## src/rtl/output_port_arbiter_pkg.sv

```systemverilog
// output_port_arbiter_pkg: shared state type and default sizing for the output port arbiter
package output_port_arbiter_pkg;
  typedef enum logic {IDLE, LOCKED} arb_state_e;
  localparam int DEF_NUM_REQ = 4;
  localparam int DEF_MAX_CREDITS = 4;
endpackage

```

## src/rtl/output_port_arbiter_rr_priority_pick.sv

```systemverilog
// rr_priority_pick: circular first-one search over req_i starting at ptr_i
module rr_priority_pick #(
  parameter int N = 4,
  parameter int W = 2
) (
  input  logic [N-1:0] req_i,
  input  logic [W-1:0] ptr_i,
  output logic         valid_o,
  output logic [W-1:0] idx_o
);
  always_comb begin
    valid_o = |req_i;
    idx_o = '0;
    for (int k = N - 1; k >= 0; k--) begin
      if (req_i[W'((int'(ptr_i) + k) % N)]) idx_o = W'((int'(ptr_i) + k) % N);
    end
  end
endmodule

```

## src/rtl/output_port_arbiter.sv

```systemverilog
// output_port_arbiter: credit-gated round-robin wormhole arbiter for one output port
module output_port_arbiter
  import output_port_arbiter_pkg::*;
#(
  parameter int NUM_REQ = DEF_NUM_REQ,
  parameter int MAX_CREDITS = DEF_MAX_CREDITS,
  parameter int IDXW = $clog2(NUM_REQ),
  localparam int CW = $clog2(MAX_CREDITS + 1)
) (
  input  logic               clk,
  input  logic               reset_n,
  input  logic [NUM_REQ-1:0] req,
  input  logic [NUM_REQ-1:0] req_tail,
  input  logic               credit_in,
  output logic [NUM_REQ-1:0] grant,
  output logic               grant_valid,
  output logic [IDXW-1:0]    grant_idx,
  output logic               pipe_enable,
  output logic [CW-1:0]      credits,
  output logic               locked
);
  arb_state_e state_q, state_d;
  logic [IDXW-1:0] owner_q, owner_d, rr_ptr_q, rr_ptr_d, pick_idx, win_idx, nxt_ptr;
  logic [CW-1:0] credits_q, credits_d;
  logic pick_valid, win_valid;
  rr_priority_pick #(.N(NUM_REQ), .W(IDXW)) u_pick (
    .req_i(req),
    .ptr_i(rr_ptr_q),
    .valid_o(pick_valid),
    .idx_o(pick_idx)
  );
  // grants are suppressed while reset is held so nothing transfers from a stale request
  always_comb begin
    win_idx = (state_q == LOCKED) ? owner_q : pick_idx;
    win_valid = reset_n && (credits_q != '0) && ((state_q == LOCKED) ? req[owner_q] : pick_valid);
    grant = '0;
    grant[win_idx] = win_valid;
    grant_idx = win_valid ? win_idx : '0;
    nxt_ptr = (win_idx == IDXW'(NUM_REQ - 1)) ? '0 : win_idx + 1'b1;
    state_d = state_q;
    owner_d = owner_q;
    rr_ptr_d = rr_ptr_q;
    if (win_valid && req_tail[win_idx]) begin
      state_d = IDLE;
      rr_ptr_d = nxt_ptr;
    end else if (win_valid) begin
      state_d = LOCKED;
      owner_d = win_idx;
    end
    credits_d = (win_valid && !credit_in) ? credits_q - 1'b1 :
                (!win_valid && credit_in && credits_q != CW'(MAX_CREDITS)) ? credits_q + 1'b1 : credits_q;
  end
  always_ff @(posedge clk or negedge reset_n) begin
    if (!reset_n) begin
      state_q <= IDLE;
      owner_q <= '0;
      rr_ptr_q <= '0;
      credits_q <= CW'(MAX_CREDITS);
    end else begin
      state_q <= state_d;
      owner_q <= owner_d;
      rr_ptr_q <= rr_ptr_d;
      credits_q <= credits_d;
    end
  end
  assign grant_valid = win_valid;
  assign pipe_enable = win_valid;
  assign credits = credits_q;
  assign locked = (state_q == LOCKED);
`ifndef SYNTHESIS
  credit_overflow_a: assert property (@(posedge clk) disable iff (!reset_n)
    !(credit_in && !win_valid && credits_q == CW'(MAX_CREDITS)));
`endif
endmodule

```

## config.mk

```make
export PLATFORM = sky130hd
export DESIGN_NAME = output_port_arbiter
export DESIGN_NICKNAME = d
export VERILOG_FILES = /design/src/rtl/output_port_arbiter_pkg.sv /design/src/rtl/output_port_arbiter_rr_priority_pick.sv /design/src/rtl/output_port_arbiter.sv
export SDC_FILE = /design/constraint.sdc
export NUM_CORES = 1
export LEC_CHECK = 0
export BUFFER_PORTS_ARGS = -buffer_cell sky130_fd_sc_hd__buf_2
export CORE_MARGIN = 8
export CORE_UTILIZATION = 45
export DETAILED_ROUTE_END_ITERATION = 10
export PLACE_DENSITY = 0.7
export SETUP_SLACK_MARGIN = 0.02
export SLEW_MARGIN = 25
export SYNTH_ARGS = -nofsm -noshare
export SYNTH_HDL_FRONTEND = slang
export SYNTH_SLANG_ARGS = --single-unit
```

## constraint.sdc

```tcl
create_clock -name clk -period 2.71 [get_ports clk]
set_clock_uncertainty 0.1 [all_clocks]
set_input_delay 0.271 -clock clk [delete_from_list [all_inputs] [get_ports clk]]
set_output_delay 0.271 -clock clk [all_outputs]
set_load 0.03 [all_outputs]
```

==> flow_metrics.tcl, run 1 <==
set metrics [dict create \
    synth_top_area_cell "dfrtp_1" \
    crit-reg2reg-launch "owner_q[0]$_DFFE_PN0P_" \
    die_w_um 59.7 \
    r2r_cells 10 \
    grt_pass1_wl_um 3820 \
    synthTopCellsByArea "dfrtp_1 20%, ha_1 5.8%, nor2_1 3.9%" \
    cts_tree "yes" \
    synth_nets 120 \
    synth-edff-count 0 \
    p_leak_nw 0.503 \
    worstSkewPairLatency_ns 0.25 \
    crit_family "simple AND/OR/NAND/NOR gates" \
    worst-path-buf-inv 1 \
    die_y_um 59.7 \
    max_slew_margin_pct 75.6 \
    synth_ff_type "dfrtp_1" \
    grt-ovfl-total 0 \
    critPathMaxFanout 5 \
    hold_viol 0 \
    cp-start-kind "flop" \
    arrival_ns 2.65 \
    numCtsBuffers 3 \
    fin_cells 156 \
    vias_per_cell 5.69 \
    ant_nets 0 \
    syn-cell-area_um2 858 \
    n_antenna_cell 0 \
    worstPathRequired_ns 2.78 \
    fmax_mhz 387 \
    wl_per_cell_um 14.4 \
    drc 0 \
    yosysWarnings 0 \
    slew_violations 0 \
    dr.pass1.iters 4 \
    critPathKind "flop to flop" \
    grt_pass1_vias 842 \
    setup_slack_ns 0.129 \
    place_ws_ns 0.137 \
    cts.sink_count 8 \
    grt_max_degree 12 \
    p_int_mw 0.556 \
    layout_worst_path_cycle_share_pct 95.3 \
    cts-root-buf "clkbuf_4" \
    powerDensity_mw_per_mm2 1150 \
    worst_pin_slew_ns 0.365 \
    switching_share_pct 53.6 \
    postLayoutCoreUtil_pct 59.1 \
    htreeDepth 1 \
    portBuffers 22 \
    r2r-end "credits[2]$_DFFE_PN1P_" \
    grt_use_total_pct 13.7 \
    p_seq_share_pct 22.9 \
    slowest_stage "dfrtp_2" \
    rows 15 \
    avgSynthCellArea_um2 8.25 \
    dieArea_mm2 0.00356 \
    peakVddDrop_mv 0.588 \
    rrSetupSlack_ns 0.13 \
    power.share.clock_pct 8.1 \
    crit_top_cell "o21ai_0" \
    worstHoldPathType "primary input to asynchronous set/reset pin" \
    setup_viol 0 \
    final_nets 148 \
    seq_area_frac_synth_pct 23.5 \
    vias 887 \
    hpwl_um 1750 \
    synthArstFlopShare_pct 100 \
    cp_cell_sequence "mux4_1 -> nor2_1 -> or3_4 -> clkinvlp_4 -> nand2b_1 -> fa_1 -> nor2b_1 -> o21ai_0 -> o211ai_1 -> o21ai_0" \
    drv_cap 0 \
    area_growth_pct 21.4 \
    synth.distinct_cells 46 \
    ctsLongestPathBuffers 2 \
    fin_crit_ns 2.58 \
    gp_congestion 0.862 \
    antenna_found_initial 0 \
    io_pins 23 \
    placed_cells 150 \
    layout-drive-gt1-share_pct 29.0 \
    wirelength_um 2250 \
    ys_seq_elements 8 \
    cts.clk_slew.worst_paths_ns 0.06 \
    drt-initial-drc-count 15 \
    switching_power_mw 0.642 \
    yosysTopAreaCellShare_pct 20.4 \
    syn_inst 104 \
    pwr-share-comb_pct 69.0 \
    status "finished, final reports clean" \
    start_util_pct 48.7 \
    fp.coreArea_mm2 0.00176 \
    end_kind "flop" \
    max_stage_delay_ns 0.43 \
]
==> cell usage in the layout, fill, tap and decap left out, types with 4 or more instances in the layout <==
cell / count
buf_2: 21
a21oi_1: 6
dfrtp_1: 6
and2_1: 4
o21ai_0: 6
nor2b_1: 5
nand2_1: 7
inv_1: 7
nor2_1: 9
ha_1: 4
buf_4: 4
==> cells by family (layout without fill, tap and decap cells) <==
logic type	after synthesis	after routing	synth area share [%]
and+or+nand+nor	41	41	26.8
AOI/OAI and AO/OA	35	35	28.4
buffers and inverters	11	38	6.27
DFF	8	8	23.5
adders and majority gates	5	5	8.16
muxes	4	4	6.85
==> area by class of cell <==
| type | count | area (um2) |
|---|---|---|
| Fill cell | 169 | 722 |
| Inverter | 8 | 33.8 |
| Multi-Input combinational cell | 85 | 603 |
| Sequential cell | 8 | 203 |
| Tap cell | 25 | 31.3 |
| Timing Repair Buffer | 26 | 145 |
| Clock buffer | 4 | 26.3 |
==> per-stage QoR <==
stage               hold WS (ns)  total power, mW  setup TNS [ns]  area [um2]
floorplan                 -0.125            0.875               0         862
global placement          0.0341             1.07               0         995
detailed placement        0.0339             1.08               0         995
CTS                        0.290             1.19               0        1030
global route               0.289             1.32         -0.0146        1040
finish                     0.287             1.20               0        1040
==> cells in the mapped netlist, types with 3 or more instances <==
library cell and number:
nand2b_1 3, nor2b_1 5, nor2_1 9, nand2_1 7
and2_1 4, o21ai_0 6, a21oi_1 6, dfrtp_1 7
inv_1 8, a211oi_1 3, ha_1 4, o21a_1 3
==> per-layer routing <==
metal	up-vias	track usage (%)	share of wire [%]
met1	408	16.9	46
met4	0	5.10	1.1
met5	-	0	0
met2	38	22.3	48
li1	439	-	-
met3	2	3.43	5.5
==> how the worst max path moves through the flow <==
stage / start / to / depth (start not counted)
final: owner_q[0]$_DFFE_PN0P_ / credits[2]$_DFFE_PN1P_ / 10
after global placement: owner_q[0]$_DFFE_PN0P_ / credits[2]$_DFFE_PN1P_ / 10
after global routing: owner_q[0]$_DFFE_PN0P_ / credits[2]$_DFFE_PN1P_ / 10
after floorplan: credits[2]$_DFFE_PN1P_ / credits[2]$_DFFE_PN1P_ / 10
after CTS: reset_n / credits[2]$_DFFE_PN1P_ / 11
after detailed placement: owner_q[0]$_DFFE_PN0P_ / credits[2]$_DFFE_PN1P_ / 10
==> what timing repair did <==
| item | 4_1_cts | 5_1_grt |
|---|---|---|
| setup buffers | 0 | 1 |
| hold buffers | 1 | 0 |
| hold endpoints to repair | 8 | 0 |
| resized for setup | 0 | 3 |
| endpoints found under the setup margin | 0 | 3 |
==> power by group through the flow <==
stage,registers (mW),clock network (mW),logic (mW)
after floorplan,0.294,0,0.582
after global placement,0.267,0,0.803
after detailed placement,0.272,0,0.812
after CTS,0.270,0.101,0.821
after global routing,0.284,0.111,0.920
final,0.274,0.0970,0.827
==> flip-flops by register name (all words and copies together) (netlist names) <==
signal and flops:
locked 1, credits 3, owner_q 2, rr_ptr_q 2
==> worst register-to-register path, cell delays in order (launching register included) <==
cell	delay, ns
dfrtp_2	0.43
mux4_1	0.36
nor2_1	0.05
or3_4	0.42
clkinvlp_4	0.09
nand2b_1	0.09
fa_1	0.41
nor2b_1	0.17
o21ai_0	0.10
o211ai_1	0.16
o21ai_0	0.11
Note: power is estimated with default switching activity, not from simulation.
==> inputs of run 2 (changes only) <==
--- a/config.mk
+++ b/config.mk
@@ -6,6 +6,7 @@
 export NUM_CORES = 1
 export LEC_CHECK = 0
 export BUFFER_PORTS_ARGS = -buffer_cell sky130_fd_sc_hd__buf_2
+export CORE_ASPECT_RATIO = 1.25
 export CORE_MARGIN = 8
 export CORE_UTILIZATION = 45
 export DETAILED_ROUTE_END_ITERATION = 10
==> run 2 against run 1 <==
Against the previous run:
- critical path depth unchanged
- setup slack improved by 0.066 ns
- global-route usage increased by 0.57 points
- non-clock buffer count increased by 2
- cell count decreased by 2.6%
- final area increased by 0.36%
- sequential cell count unchanged
- critical endpoint unchanged
==> flow_metrics.tcl, run 2 (synthesis results as in run 1) <==
set metrics [dict create \
    status "finished, final reports clean" \
    portBuffers 22 \
    io_pins 23 \
    hpwl_um 1860 \
    layout_commonest_cell "buf_2" \
    worstSkewPairLatency_ns 0.27 \
    critPathKind "flop to flop" \
    largest_reg_flops 3 \
    cp-start-kind "flop" \
    vias 904 \
    pwr-share-comb_pct 68.8 \
    worst_pin_slew_ns 0.354 \
    placed_cells 146 \
    layout_worst_path_cycle_share_pct 92.8 \
    die_y_um 64.8 \
    n_antenna_cell 0 \
    p_seq_share_pct 22.4 \
    dieArea_mm2 0.00357 \
    rows 17 \
    fin_cells 152 \
    antenna_found_initial 0 \
    wl_per_cell_um 15.5 \
    htreeDepth 1 \
    fp.coreArea_mm2 0.00179 \
    peakVddDrop_mv 0.590 \
    final_nets 150 \
    ctsLongestPathBuffers 2 \
    slowest_stage "dfrtp_1" \
    grt_pass1_vias 918 \
    switching_power_mw 0.650 \
    fin_crit_ns 2.52 \
    cts.clk_slew.worst_paths_ns 0.06 \
    area_growth_pct 21.9 \
    multi_input_area_um2 603 \
    drc 0 \
    end_kind "flop" \
    power.share.clock_pct 8.7 \
    final_cell_mix "22 x buf_2, 9 x nor2_1, 7 x nand2_1, 7 x inv_1, 7 x dfrtp_1" \
    start_util_pct 48.0 \
    grt-ovfl-total 0 \
    powerDensity_mw_per_mm2 1160 \
    gp_congestion 0.912 \
    grt_use_total_pct 14.3 \
    dr.pass1.iters 4 \
    cts_tree "yes" \
    p_leak_nw 0.512 \
    max_stage_delay_ns 0.42 \
    worstHoldPathType "primary input to flop" \
    p_int_mw 0.566 \
    cts.sink_count 8 \
    drt-initial-drc-count 10 \
    cp_cell_sequence "mux4_1 -> nor2_1 -> or3_4 -> clkinvlp_4 -> nand2b_1 -> fa_1 -> nor2b_1 -> o21ai_0 -> o211ai_1 -> o21ai_0" \
    critPathMaxFanout 5 \
    rsz0062_at_grt "no" \
    place_ws_ns 0.187 \
    finalSetupTns_ns 0 \
    fill_cells 173 \
    regArea_um2 201 \
    grt_pass1_wl_um 3970 \
    numCtsBuffers 3 \
    worst-path-buf-inv 1 \
    setup_slack_ns 0.195 \
    hold_viol 0 \
    fmax_mhz 398 \
    cts-root-buf "clkbuf_4" \
    drv_cap 0 \
    arrival_ns 2.60 \
    grt_max_degree 12 \
    slew_violations 0 \
    ant_nets 0 \
    wirelength_um 2360 \
    vias_per_cell 5.95 \
    worstPathRequired_ns 2.80 \
    die_w_um 55.1 \
    switching_share_pct 53.5 \
    setup_viol 0 \
    crit_top_cell "o21ai_0" \
    max_slew_margin_pct 76.2 \
    layout-drive-gt1-share_pct 29.3 \
    crit_family "simple AND/OR/NAND/NOR gates" \
]
run 2: cell count changes in the layout (fill, tap and decap cells not counted), sizes merged:
| cell | delta |
|---|---|
| buf | +2 |
run 2: path summary, 6_finish.rpt:
kind,start,endpoint,slack [ns],cells after the start
min in group asynchronous,reset_n,locked$_DFFE_PN0P_,0.38,3
worst min-delay path,credit_in,credits[0]$_DFFE_PN0P_,0.29,4
max in group asynchronous,reset_n,credits[2]$_DFFE_PN1P_,1.92,3
worst max-delay path,owner_q[0]$_DFFE_PN0P_,credits[2]$_DFFE_PN1P_,0.19,10
worst max register to register,owner_q[0]$_DFFE_PN0P_,credits[2]$_DFFE_PN1P_,0.19,10
worst min register to register,credits[0]$_DFFE_PN0P_,credits[0]$_DFFE_PN0P_,0.42,1
run 2: metrics by stage:
step	hold WS, ns	cell area, um2	total power [mW]	utilization, %
global route	0.325	1050	1.33	58.5
detailed placement	0.108	1000	1.10	56.1
floorplan	-0.125	862	0.875	-
global placement	0.112	1000	1.08	56.1
finish	0.286	1050	1.22	58.5
CTS	0.286	1040	1.21	58.1
run 2: final cells by class:
type	instances	area share, %
multi-input combinational	85	57.7
sequential	8	19.3
timing repair buffer	28	15.1
inverter	8	3.23
clock buffer	4	2.51
tap	19	2.27
run 2: worst register-to-register path, stage by stage (launching register included):
cell and delay [ns]:
dfrtp_1 0.42, mux4_1 0.36, nor2_1 0.04, or3_4 0.42, clkinvlp_4 0.09, nand2b_1 0.10, fa_1 0.39, nor2b_1 0.15
o21ai_0 0.10, o211ai_1 0.15, o21ai_0 0.11
run 2: repair_timing:
action | in CTS | in global routing
setup endpoints to repair | 0 | 1
hold endpoints to repair | 7 | 0
setup buffers | 0 | 1
resized for setup | 0 | 0
hold buffers | 1 | 0
run 2: metal layers:
layer	GRT usage (%)	share of wire [%]	up-vias
li1	-	-	443
met1	17.4	43	421
met2	22.3	51	35
met3	1.60	4.8	5
met4	9.34	1.9	0
met5	0	0	-
run 2: power by group through the flow:
stage / Combinational, mW / Clock, mW / Sequential (mW)
3_3_place_gp: 0.815 / 0 / 0.268
6_report: 0.837 / 0.106 / 0.273
2_1_floorplan: 0.582 / 0 / 0.294
4_1_cts: 0.830 / 0.107 / 0.271
3_5_place_dp: 0.827 / 0 / 0.274
5_1_grt: 0.930 / 0.117 / 0.283
==> inputs of run 3 (changes only) <==
--- a/config.mk
+++ b/config.mk
@@ -7,7 +7,7 @@
 export LEC_CHECK = 0
 export BUFFER_PORTS_ARGS = -buffer_cell sky130_fd_sc_hd__buf_2
 export CORE_ASPECT_RATIO = 1.25
-export CORE_MARGIN = 8
+export CORE_MARGIN = 4
 export CORE_UTILIZATION = 45
 export DETAILED_ROUTE_END_ITERATION = 10
 export PLACE_DENSITY = 0.7
==> run 3 against run 2 <==
Against the previous run:
- power is 1.9% lower
- fmax down 0.88%
- hold slack better by 0.0078 ns
- die area decreased by 25%
- critical path depth unchanged
- setup slack worse by 0.022 ns
- clock power about the same
- first-iteration DRC count increased to 2.8 times the previous value
- cell count fell by 0.66%
- largest power group unchanged
- largest cell class unchanged
- sequential share of layout area up 0.14 points
- sequential power down 4%
==> flow_metrics.tcl, run 3 (synthesis results as in run 1) <==
set metrics [dict create \
    area_growth_pct 21.0 \
    dr.pass1.iters 4 \
    die_y_um 56.8 \
    place_ws_ns 0.187 \
    fmax_mhz 394 \
    layout-drive-gt1-share_pct 28.8 \
    highest-signal-layer "met4" \
    cp-start-kind "flop" \
    cts.clk_slew.worst_paths_ns 0.06 \
    n_antenna_cell 0 \
    hpwl_um 1790 \
    final_nets 149 \
    m1WireLength_um 927 \
    arrival_ns 2.61 \
    switching_share_pct 53.4 \
    worstPathRequired_ns 2.79 \
    end_kind "flop" \
    final_cell_area_mm2 0.00104 \
    grt_use_total_pct 18.9 \
    grt_pass1_vias 862 \
    gp_congestion 0.888 \
    critPathKind "flop to flop" \
    numCtsBuffers 3 \
    ctsResizeCount 0 \
    rows 17 \
    worstHoldPathType "primary input to flop" \
    dieArea_mm2 0.00267 \
    grt_pass1_wl_um 3740 \
    wirelength_um 2270 \
    postLayoutCoreUtil_pct 58.1 \
    hold_viol 0 \
    status "finished, final reports clean" \
    largest_reg_flops 3 \
    start_util_pct 48.0 \
    grt_max_degree 12 \
    p_leak_nw 0.507 \
    slew_violations 0 \
    layout_worst_path_cycle_share_pct 93.6 \
    p_int_mw 0.556 \
    antenna_found_initial 0 \
    io_pins 23 \
    wl_met3_um 86 \
    ctsLongestPathBuffers 2 \
    drc 0 \
    max_slew_margin_pct 76.6 \
    layout_commonest_cell "buf_2" \
    rsz0062_at_grt "no" \
    cts.sink_count 8 \
    fin_crit_ns 2.54 \
    fin_cells 151 \
    cts_tree "yes" \
    placed_cells 146 \
    drv_cap 0 \
    final_cell_mix "22 x buf_2, 9 x nor2_1, 7 x nand2_1, 7 x inv_1, 7 x dfrtp_1" \
    portBuffers 22 \
    powerDensity_mw_per_mm2 1150 \
    vias 908 \
    p_seq_share_pct 22.0 \
    worstSkewPairLatency_ns 0.26 \
    grt-ovfl-total 0 \
    cts-root-buf "clkbuf_4" \
    fp.coreArea_mm2 0.00179 \
    drt-initial-drc-count 28 \
    peakVddDrop_mv 0.522 \
    ant_nets 0 \
    wl_met2_um 1210 \
    htreeDepth 1 \
    finalSetupTns_ns 0 \
    pwr-share-comb_pct 69.4 \
    setup_slack_ns 0.173 \
    die_w_um 47.1 \
    placed_area_mm2 0.00100 \
    vias_per_cell 6.01 \
    setup_viol 0 \
    critPathMaxFanout 11 \
    wl_per_cell_um 15.0 \
    worst_pin_slew_ns 0.347 \
    power.share.clock_pct 8.6 \
    switching_power_mw 0.637 \
]
==> run 3: cell types whose count changed in the layout (fill, tap and decap cells not counted) <==
cell   before  now
buf_4       5    4
==> run 3: cell type report <==
class	instances	area, um2
well taps	19	23.8
fillers	180	748
multi-input cells	85	603
inverters	8	33.8
repair buffers	27	150
clock buffers	4	26.3
flip-flops and latches	8	201
==> run 3: path summary, 6_finish.rpt <==
path	depth (start not counted)	slack [ns]	endpoint	from
worst max-delay path	10	0.17	credits[2]$_DFFE_PN1P_	owner_q[0]$_DFFE_PN0P_
worst min-delay path	4	0.29	credits[1]$_DFFE_PN0P_	credit_in
worst max register to register	10	0.17	credits[2]$_DFFE_PN1P_	owner_q[0]$_DFFE_PN0P_
worst min register to register	1	0.43	credits[0]$_DFFE_PN0P_	credits[0]$_DFFE_PN0P_
max in group asynchronous	3	1.92	credits[2]$_DFFE_PN1P_	reset_n
min in group asynchronous	3	0.37	rr_ptr_q[0]$_DFFE_PN0P_	reset_n
==> run 3: stage by stage <==
stage,power [mW],hold slack [ns]
floorplan,0.875,-0.125
global route,1.30,0.310
global placement,1.07,0.117
CTS,1.20,0.296
detailed placement,1.09,0.110
finish,1.19,0.294
==> run 3: per-layer routing <==
| layer | up-vias | global-route usage [%] |
|---|---|---|
| met5 | - | 0 |
| met1 | 440 | 20.5 |
| li1 | 437 | - |
| met4 | 0 | 7.11 |
| met2 | 26 | 34.2 |
| met3 | 5 | 2.88 |
==> run 3: what timing repair did <==
action / 4_1_cts / 5_1_grt
hold endpoints to repair: 7 / 0
setup buffers: 0 / 0
hold buffers: 1 / 0
endpoints found under the setup margin: 0 / 0
==> run 3: power groups by stage <==
stage / registers [mW] / clock network, mW / logic [mW]
after CTS: 0.260 / 0.106 / 0.834
final: 0.262 / 0.103 / 0.829
after global placement: 0.258 / 0 / 0.809
after detailed placement: 0.261 / 0 / 0.831
after floorplan: 0.294 / 0 / 0.582
after global routing: 0.272 / 0.112 / 0.914
==> run 3: critical path: stages, from the launching register on <==
cell and delay, ns:
dfrtp_1 0.42, mux4_1 0.36, nor2_1 0.04, or3_4 0.44
clkinvlp_4 0.10, nand2b_1 0.09, fa_1 0.40, nor2b_1 0.14
o21ai_0 0.09, o211ai_1 0.15, o21ai_0 0.12
